==> config.mk <==
export PLATFORM = sky130hd
export DESIGN_NAME = hir_matmul_kernel
export DESIGN_NICKNAME = d
export VERILOG_FILES = /design/src/rtl/hir_matmul_kernel.sv
export SDC_FILE = /design/constraint.sdc
export NUM_CORES = 1
export LEC_CHECK = 0
export ABC_CLOCK_PERIOD_IN_PS = 7700
export CORE_MARGIN = 5
export CORE_UTILIZATION = 40
export CTS_BUF_LIST = sky130_fd_sc_hd__clkbuf_4
export CTS_CLUSTER_SIZE = 40
export DETAILED_ROUTE_END_ITERATION = 6
export SLEW_MARGIN = 5
export SYNTH_ARGS = -nofsm -noshare
export SYNTH_HDL_FRONTEND = slang
export SYNTH_SLANG_ARGS = --single-unit
==> constraint.sdc <==
create_clock -name clk -period 7.7 [get_ports clk]
set_input_delay 1.54 -clock clk [delete_from_list [all_inputs] [get_ports clk]]
set_output_delay 1.54 -clock clk [all_outputs]
set_load 0.01 [all_outputs]
==> src/rtl/hir_matmul_kernel.sv <==
// Sequential NxN integer matrix multiply C = A x B over three single-port memories (v0=A, v1=B, v2=C).
// Latency: N+2 cycles per C element, N*N*(N+2) cycles per run; first read one cycle after tstart.
// No backpressure: runs to completion once started; tstart ignored while busy. Optional done pulse: HIR_MATMUL_DONE_EN.
module hir_matmul_kernel #(
  parameter int N      = 16,
  parameter int ADDR_W = 8,
  parameter int DATA_W = 32
) (
  input  logic              clk,
  input  logic              rst,
  output logic [ADDR_W-1:0] v0_addr,
  output logic              v0_rd_en,
  input  logic [DATA_W-1:0] v0_rd_data,
  output logic [ADDR_W-1:0] v1_addr,
  output logic              v1_rd_en,
  input  logic [DATA_W-1:0] v1_rd_data,
  output logic [ADDR_W-1:0] v2_addr,
  output logic              v2_wr_en,
  output logic [DATA_W-1:0] v2_wr_data,
  input  logic              tstart
`ifdef HIR_MATMUL_DONE_EN
  ,
  output logic              done
`endif
);

  localparam int CW = (N > 1) ? $clog2(N) : 1;

  typedef enum logic [1:0] {IDLE, ISSUE, DRAIN, WRITE} state_t;

  state_t            state;
  logic [CW-1:0]     i, j, k;
  logic [CW-1:0]     k_inc, ni, nj;
  logic              last_i, last_j, last_k;
  logic [DATA_W-1:0] acc, acc_next;
  // rd_vld: memory data for a read issued last cycle is on the rd_data buses now.
  // rd_first: that data belongs to k=0, so it starts a fresh sum.
  logic              rd_vld, rd_first;

  // Row-major linear address r*N+c.
  function automatic logic [ADDR_W-1:0] lin(input logic [CW-1:0] r, input logic [CW-1:0] c);
    return ADDR_W'(32'(r) * N + 32'(c));
  endfunction

  // Loop-counter wrap detection, next-element indices and the multiply-accumulate.
  always_comb begin
    last_i   = (i == CW'(N - 1));
    last_j   = (j == CW'(N - 1));
    last_k   = (k == CW'(N - 1));
    k_inc    = k + CW'(1);
    nj       = last_j ? '0 : j + CW'(1);
    ni       = last_j ? i + CW'(1) : i;
    acc_next = (rd_first ? '0 : acc) + v0_rd_data * v1_rd_data;
  end

  // Control FSM with registered memory-port outputs and the accumulator.
  always_ff @(posedge clk) begin
    if (rst) begin
      state      <= IDLE;
      i          <= '0;
      j          <= '0;
      k          <= '0;
      acc        <= '0;
      rd_vld     <= 1'b0;
      rd_first   <= 1'b0;
      v0_addr    <= '0;
      v0_rd_en   <= 1'b0;
      v1_addr    <= '0;
      v1_rd_en   <= 1'b0;
      v2_addr    <= '0;
      v2_wr_en   <= 1'b0;
      v2_wr_data <= '0;
`ifdef HIR_MATMUL_DONE_EN
      done       <= 1'b0;
`endif
    end else begin
      rd_vld   <= (state == ISSUE);
      rd_first <= (state == ISSUE) && (k == '0);
      if (rd_vld) acc <= acc_next;
`ifdef HIR_MATMUL_DONE_EN
      done     <= 1'b0;
`endif
      case (state)
        IDLE: begin
          if (tstart) begin
            i        <= '0;
            j        <= '0;
            k        <= '0;
            acc      <= '0;
            v0_rd_en <= 1'b1;
            v1_rd_en <= 1'b1;
            v0_addr  <= '0;
            v1_addr  <= '0;
            state    <= ISSUE;
          end
        end
        ISSUE: begin
          if (last_k) begin
            v0_rd_en <= 1'b0;
            v1_rd_en <= 1'b0;
            state    <= DRAIN;
          end else begin
            k       <= k_inc;
            v0_addr <= lin(i, k_inc);
            v1_addr <= lin(k_inc, j);
          end
        end
        DRAIN: begin
          // The last product arrives now, so the write data is taken straight from acc_next.
          v2_wr_en   <= 1'b1;
          v2_addr    <= lin(i, j);
          v2_wr_data <= acc_next;
          k          <= '0;
          state      <= WRITE;
        end
        WRITE: begin
          v2_wr_en <= 1'b0;
          i        <= ni;
          j        <= nj;
          if (last_i && last_j) begin
            state <= IDLE;
`ifdef HIR_MATMUL_DONE_EN
            done  <= 1'b1;
`endif
          end else begin
            v0_rd_en <= 1'b1;
            v1_rd_en <= 1'b1;
            v0_addr  <= lin(ni, '0);
            v1_addr  <= lin('0, nj);
            state    <= ISSUE;
          end
        end
        default: state <= IDLE;
      endcase
    end
  end

endmodule

# After elaboration in Yosys (flattened, before gate mapping)
# Index checks and enable logic that the tools add are counted.
dict set report totals {
  input_bits 67
  ff_bits 106
  out_inout_bits 59
  word_cells 71
}
dict set report classes {
  muxes 27
  n_reduce_logical 13
  addsub 7
  eq_ne 10
  mul 1
}
# operator n
set op_table {}
lappend op_table {{$mux W32} 4}
lappend op_table {{$pmux W8 S3} 2}
lappend op_table {{$mux W8} 5}
lappend op_table {{$add A32 B32 Y32} 1}
lappend op_table {{$mul A32 B32 Y32} 1}
lappend op_table {{$add A8 B4 Y8} 3}
lappend op_table {{$mux W4} 4}
lappend op_table {{$pmux W4 S2} 2}
lappend op_table {{$add A4 B1 Y4 const B} 3}
lappend op_table {{$eq A4 B4 Y1 const B} 3}
lappend op_table {{$pmux W4 S3} 1}
lappend op_table {{$ne A2 B2 Y1 const B} 4}
lappend op_table {{$pmux W2 S4} 1}
lappend op_table {{$reduce_and A4 Y1} 2}
lappend op_table {{$reduce_bool A3 Y1} 2}
lappend op_table {{$eq A2 B2 Y1 const B} 2}
lappend op_table {{$logic_not A4 Y1} 1}
lappend op_table {{$mux W1} 4}
lappend op_table {{$mux W2} 2}
lappend op_table {{$reduce_and A2 Y1} 2}
lappend op_table {{$reduce_bool A2 Y1} 2}
lappend op_table {{$pmux W1 S3} 1}
lappend op_table {{$reduce_and A3 Y1} 1}
lappend op_table {{$eq A2 B1 Y1 const B} 1}
lappend op_table {{3 further kinds} 4}

# Logic depth before layout (Yosys ltp)
dict set report logic_depth {
  word_depth 5
  mapped_depth 30
  depth_no_buf 27
}

# Worst setup path before layout
# OpenSTA, ideal clock, no wires.
dict set report synth_timing {
  kind {input -> register}
  startpoint {input v1_rd_data[3]}
  endpoint {register v2_wr_data[29]}
  arrival_time_ns 7.999
  setup_time_ns 0.128
  path_stages 28
  n_path_buf 3
  path_slack_ns -0.427
  t_required_ns 7.572
  path_cell_list {clkbuf_1 clkbuf_1 and2_1 fa_1 fa_1 fa_1 inv_1 fa_1 inv_1 fa_1 inv_1 fa_1 inv_1 fa_1 inv_1 fa_1 inv_1 ha_1 clkbuf_1 a2111oi_0 o21ai_0 o21ai_0 o211ai_1 a31oi_1 o211ai_1 xor2_1 mux2i_1 nor2_1}
}
dict set report synth_between {
  elab_chain_cells 2
}
# element line
set synth_lines {}
lappend synth_lines {{from (decl)} 16} ;# input logic [DATA_W-1:0] v1_rd_data,
lappend synth_lines {{$mul A32 B32 Y32} 53} ;# acc_next = (rd_first ? '0 : acc) + v0_rd_data * v1_rd_data;
lappend synth_lines {{$add A32 B32 Y32} 53}
lappend synth_lines {{to (signal assigned)} 112} ;# v2_wr_data <= acc_next;
lappend synth_lines {{to (decl)} 19} ;# output logic [DATA_W-1:0] v2_wr_data,
# No other way between the ends.
# A chain may end at the register's enable or synchronous reset.

# Final worst setup path
dict set report layout_timing {
  startpoint {input v0_rd_data[16]}
  endpoint {register acc[29]}
}
dict set report layout_between {
  elab_chain_cells 5
}
# element line
set layout_lines {}
lappend layout_lines {{from (decl)} 13} ;# input logic [DATA_W-1:0] v0_rd_data,
lappend layout_lines {{$mul A32 B32 Y32 (*)} 53}
lappend layout_lines {{$add A32 B32 Y32 (*)} 53}
lappend layout_lines {{$mux W32 (*)} 79} ;# if (rd_vld) acc <= acc_next;
lappend layout_lines {{$mux W32} 85} ;# if (tstart) begin
lappend layout_lines {{$mux W32 (*)} 83} ;# case (state)
lappend layout_lines {{to (signal assigned)} 79}
lappend layout_lines {{to (decl)} 35} ;# logic [DATA_W-1:0] acc, acc_next;
# Mark *: on every way between the ends. The rest lies on a longest branch, timed or not.

==> summary.md <==
| Metric | Value |
|---|---|
| Reg2Reg Setup Slack | `0.79 ns` |
| Worst setup path endpoint | `acc[29]` |
| Worst Path Max Fanout | `5` |
| Worst path top cell family by delay | `adder cells` |
| Asr flop ratio synth | `0` |
| Max Clk Rate | `131.0 MHz` |
| Max-Slew Margin vs Limit | `0.2856` |
| Synth warn | `0` |
| Post-route DRC | `0` |
| First-pass DRT Iterations | `5` |
| Number of clock sinks | `102` |
| Initial Utilization | `0.4028` |
| R2r startpoint | `rd_first` |
| Arrival time at the worst endpoint | `8.03 ns` |
| MaxCap Viol Count | `0` |
| Overall fraction of global-route tracks in use | `0.2189` |
| Average vias per placed instance | `4.849` |
| Clock tree from TritonCTS | `done` |
| Startpoint of the most critical setup path | `v0_rd_data[16]` |
| Critical path launch point type | `input port` |
| Most used cells in the layout excluding fill and tap cells | `inv_1, fa_1, and2_1` |
| Least-Margin Pin Slew | `1.072 ns` |
| Path category of the worst min-delay check | `reg -> reg` |
| Critical path data required time | `8.10 ns` |
| Synthesized net count | `3,002` |
| Leading cell type in the layout, fill and taps excluded | `inv_1` |
| Fraction of final layout cells sized beyond drive strength 1 | `0.1949` |
| Global-route congestion overflow total | `0` |
| Core Region | `52,450 um2` |
| Critical path buffers and inverters | `6` |
| Antenna-violating nets left | `0` |
| Final instance count without filler cells | `3,341` |
| First-pass GRT wire length | `99,680 um` |
| Crit-path cells | `buf_4 > buf_8 > and2_1 > fa_1 > fa_1 > fa_1 > inv_2 > fa_1 > inv_2 > fa_1 > fa_2 > fa_1 > inv_2 > fa_1 > inv_2 > ha_4 > and3_4 > nand4b_1 > o211ai_1 > a31oi_2 > o211ai_1 > xor2_1 > mux2i_1 > nor2_1` |
| Crit share post-route | `0.9912` |
| Count of standard-cell rows | `84` |
| Number of H-tree levels | `3` |
| Setup violators final | `0` |
| Capture instance of the worst register-to-register path | `acc[29]` |
| Crit. End Element | `flop` |
| Via count of the first global-routing pass | `17,670` |
| Number of DRC violations after detailed-routing iteration 0 | `845` |
| Maximum clock path buffer count | `2` |
| X dimension of the die | `239.8 um` |
| Syn Area/Cell | `8.931 um2` |
| Final worst hold slack | `0.4998 ns` |
| Leading register cell type out of synthesis | `dfxtp_1` |
| GPL Wtd Cong | `0.8770` |
| Hold Violations, Final | `0` |
| Port buffer count | `125` |
| Area of the mapped netlist | `21,120 um2` |
| Number of antenna violations at the first check in global routing | `6` |
| Cell count after synthesis | `2,365` |
| Number of distinct library cells after synthesis | `62` |
| Number of flip-flops and latches in the synthesized netlist | `102` |
| Clk root buf | `clkbuf_4` |
| Hold-fix buffers, CTS | `0` |
| Final HPWL DP | `51,310 um` |
| Number of cells after detailed placement | `3,269` |
| Sequential-to-total area share from yosys stat | `0.09667` |
| Largest net degree at the start of global routing | `77` |
| Length in cells of the worst reg-to-reg path | `24` |
| Die Ht | `239.8 um` |
| Clock transition at path regs | `0.15 ns` |
| Routed wirelength normalized by instance count | `18.48 um` |
| Most frequent cell on the critical path | `fa_1` |
| Unrepaired setup endpoints after global routing | `true` |
| Total negative setup slack | `0 ns` |
| Area enclosed by the die boundary | `57,500 um2` |
| Final max-slew violation count | `0` |
| Total routed wirelength | `61,730 um` |
| Largest incremental delay on the critical path | `0.56 ns` |
| Crit. path cell count | `24` |
| I/O pin total | `126` |
| Layout-stage area growth over the synthesis result | `23.55%` |
| Final setup skew | `0.02176 ns` |
| Critical path type | `in -> reg` |
| Clock network latency to the later pin of the worst-skew pair | `0.46 ns` |
| Vias post-DR | `16,200` |
| Number of enable-type register cells in the synthesized netlist | `0` |
| Slowest library cell on the worst path | `fa_1` |
| Final nets | `3,279` |
| Number of buffers added by the clock tree synthesis step | `9` |
| Status | `completed` |
| Minimum clock period after layout | `7.632 ns` |
==> tightest hold or removal path: cells and delay by family (launching register included) <==
| kind | cells | cell delay, ns |
|---|---|---|
| AND/OR/NAND/NOR | 1 | 0.08 |
| AO/OA/AOI/OAI | 1 | 0.05 |
| flip-flops | 1 | 0.34 |
==> stage by stage <==
step | util | area, um2 | setup slack (ns)
after floorplan | - | 21320 | -0.07142
after global placement | 0.4707 | 24680 | -0.9778
after detailed placement | 0.4707 | 24680 | -1.020
after CTS | 0.4888 | 25630 | -0.01538
after global routing | 0.4974 | 26090 | -0.2473
final | 0.4976 | 26100 | 0.06779
==> final cells by class <==
class                           instances  area [um2]
Clock inverter                          5       58.81
Timing Repair Buffer                  392        3717
Multi-Input combinational cell       1613       17350
Sequential cell                       102        2043
Clock buffer                           11       82.58
Antenna cell                            6       15.01
Fill cell                            4899       26350
Tap cell                              688       860.8
Inverter                              524        1967
==> Yosys cell counts (all sizes together), types with 22 or more instances <==
master	number	area, um2
a21oi	49	256.5
and2	321	2008
clkbuf	107	402.9
dfxtp	102	2042
fa	438	8768
ha	132	1652
inv	524	1967
mux2i	64	640.6
nand2	236	885.9
nand2b	22	137.6
nor2	116	435.4
xnor2	70	613.1
==> state kept, by name, summed over array words and instances, names as in the netlist <==
signal      cells
acc            32
i               4
j               4
k               4
rd_first        1
rd_vld          1
state           2
v0_addr         8
v1_addr         4
v1_rd_en        1
v2_addr         8
v2_wr_data     32
v2_wr_en        1
==> worst min path at each step <==
stage / start / to / slack, ns / cells after the start
floorplan: acc[0] / acc[0] / 0.45 / 2
global placement: acc[0] / acc[0] / 0.47 / 2
detailed placement: v2_wr_en / v2_wr_en / 0.47 / 2
CTS: v2_wr_en / v2_wr_en / 0.50 / 2
global route: acc[5] / acc[5] / 0.52 / 2
finish: v2_wr_data[15] / v2_wr_data[15] / 0.50 / 2
==> metal layers <==
layer / wire [um] / track usage / vias up
met5: 0 / 0 / -
li1: - / - / 7488
met4: 1067 / 0.03407 / 0
met2: 28390 / 0.3489 / 411
met1: 28260 / 0.3192 / 8236
met3: 4018 / 0.04076 / 67
==> logic make-up (layout without fill, tap and decap cells) <==
kind of cell | Yosys count | in the layout | share of synthesized area
AO/OA/AOI/OAI | 132 | 132 | 0.04223
flip-flops | 102 | 102 | 0.09667
buffers and inverters | 650 | 932 | 0.1166
other | 0 | 6 | 0
XOR/XNOR | 90 | 90 | 0.03797
multiplexers | 64 | 64 | 0.03033
adder cells (fa/ha/maj) | 570 | 570 | 0.4933
AND/OR/NAND/NOR | 757 | 757 | 0.1829
==> repair_timing <==
| action | 4_1_cts | 5_1_grt |
|---|---|---|
| pin swaps | 105 | 122 |
| gates resized for setup | 234 | 187 |
| setup buffers | 33 | 17 |
| cloned | 7 | 2 |
| hold endpoints to repair | 0 | 0 |
| setup endpoints to repair | 39 | 30 |
Power is not shown: default switching activity piles up to over one toggle a cycle in this logic, so the estimate is an artifact.
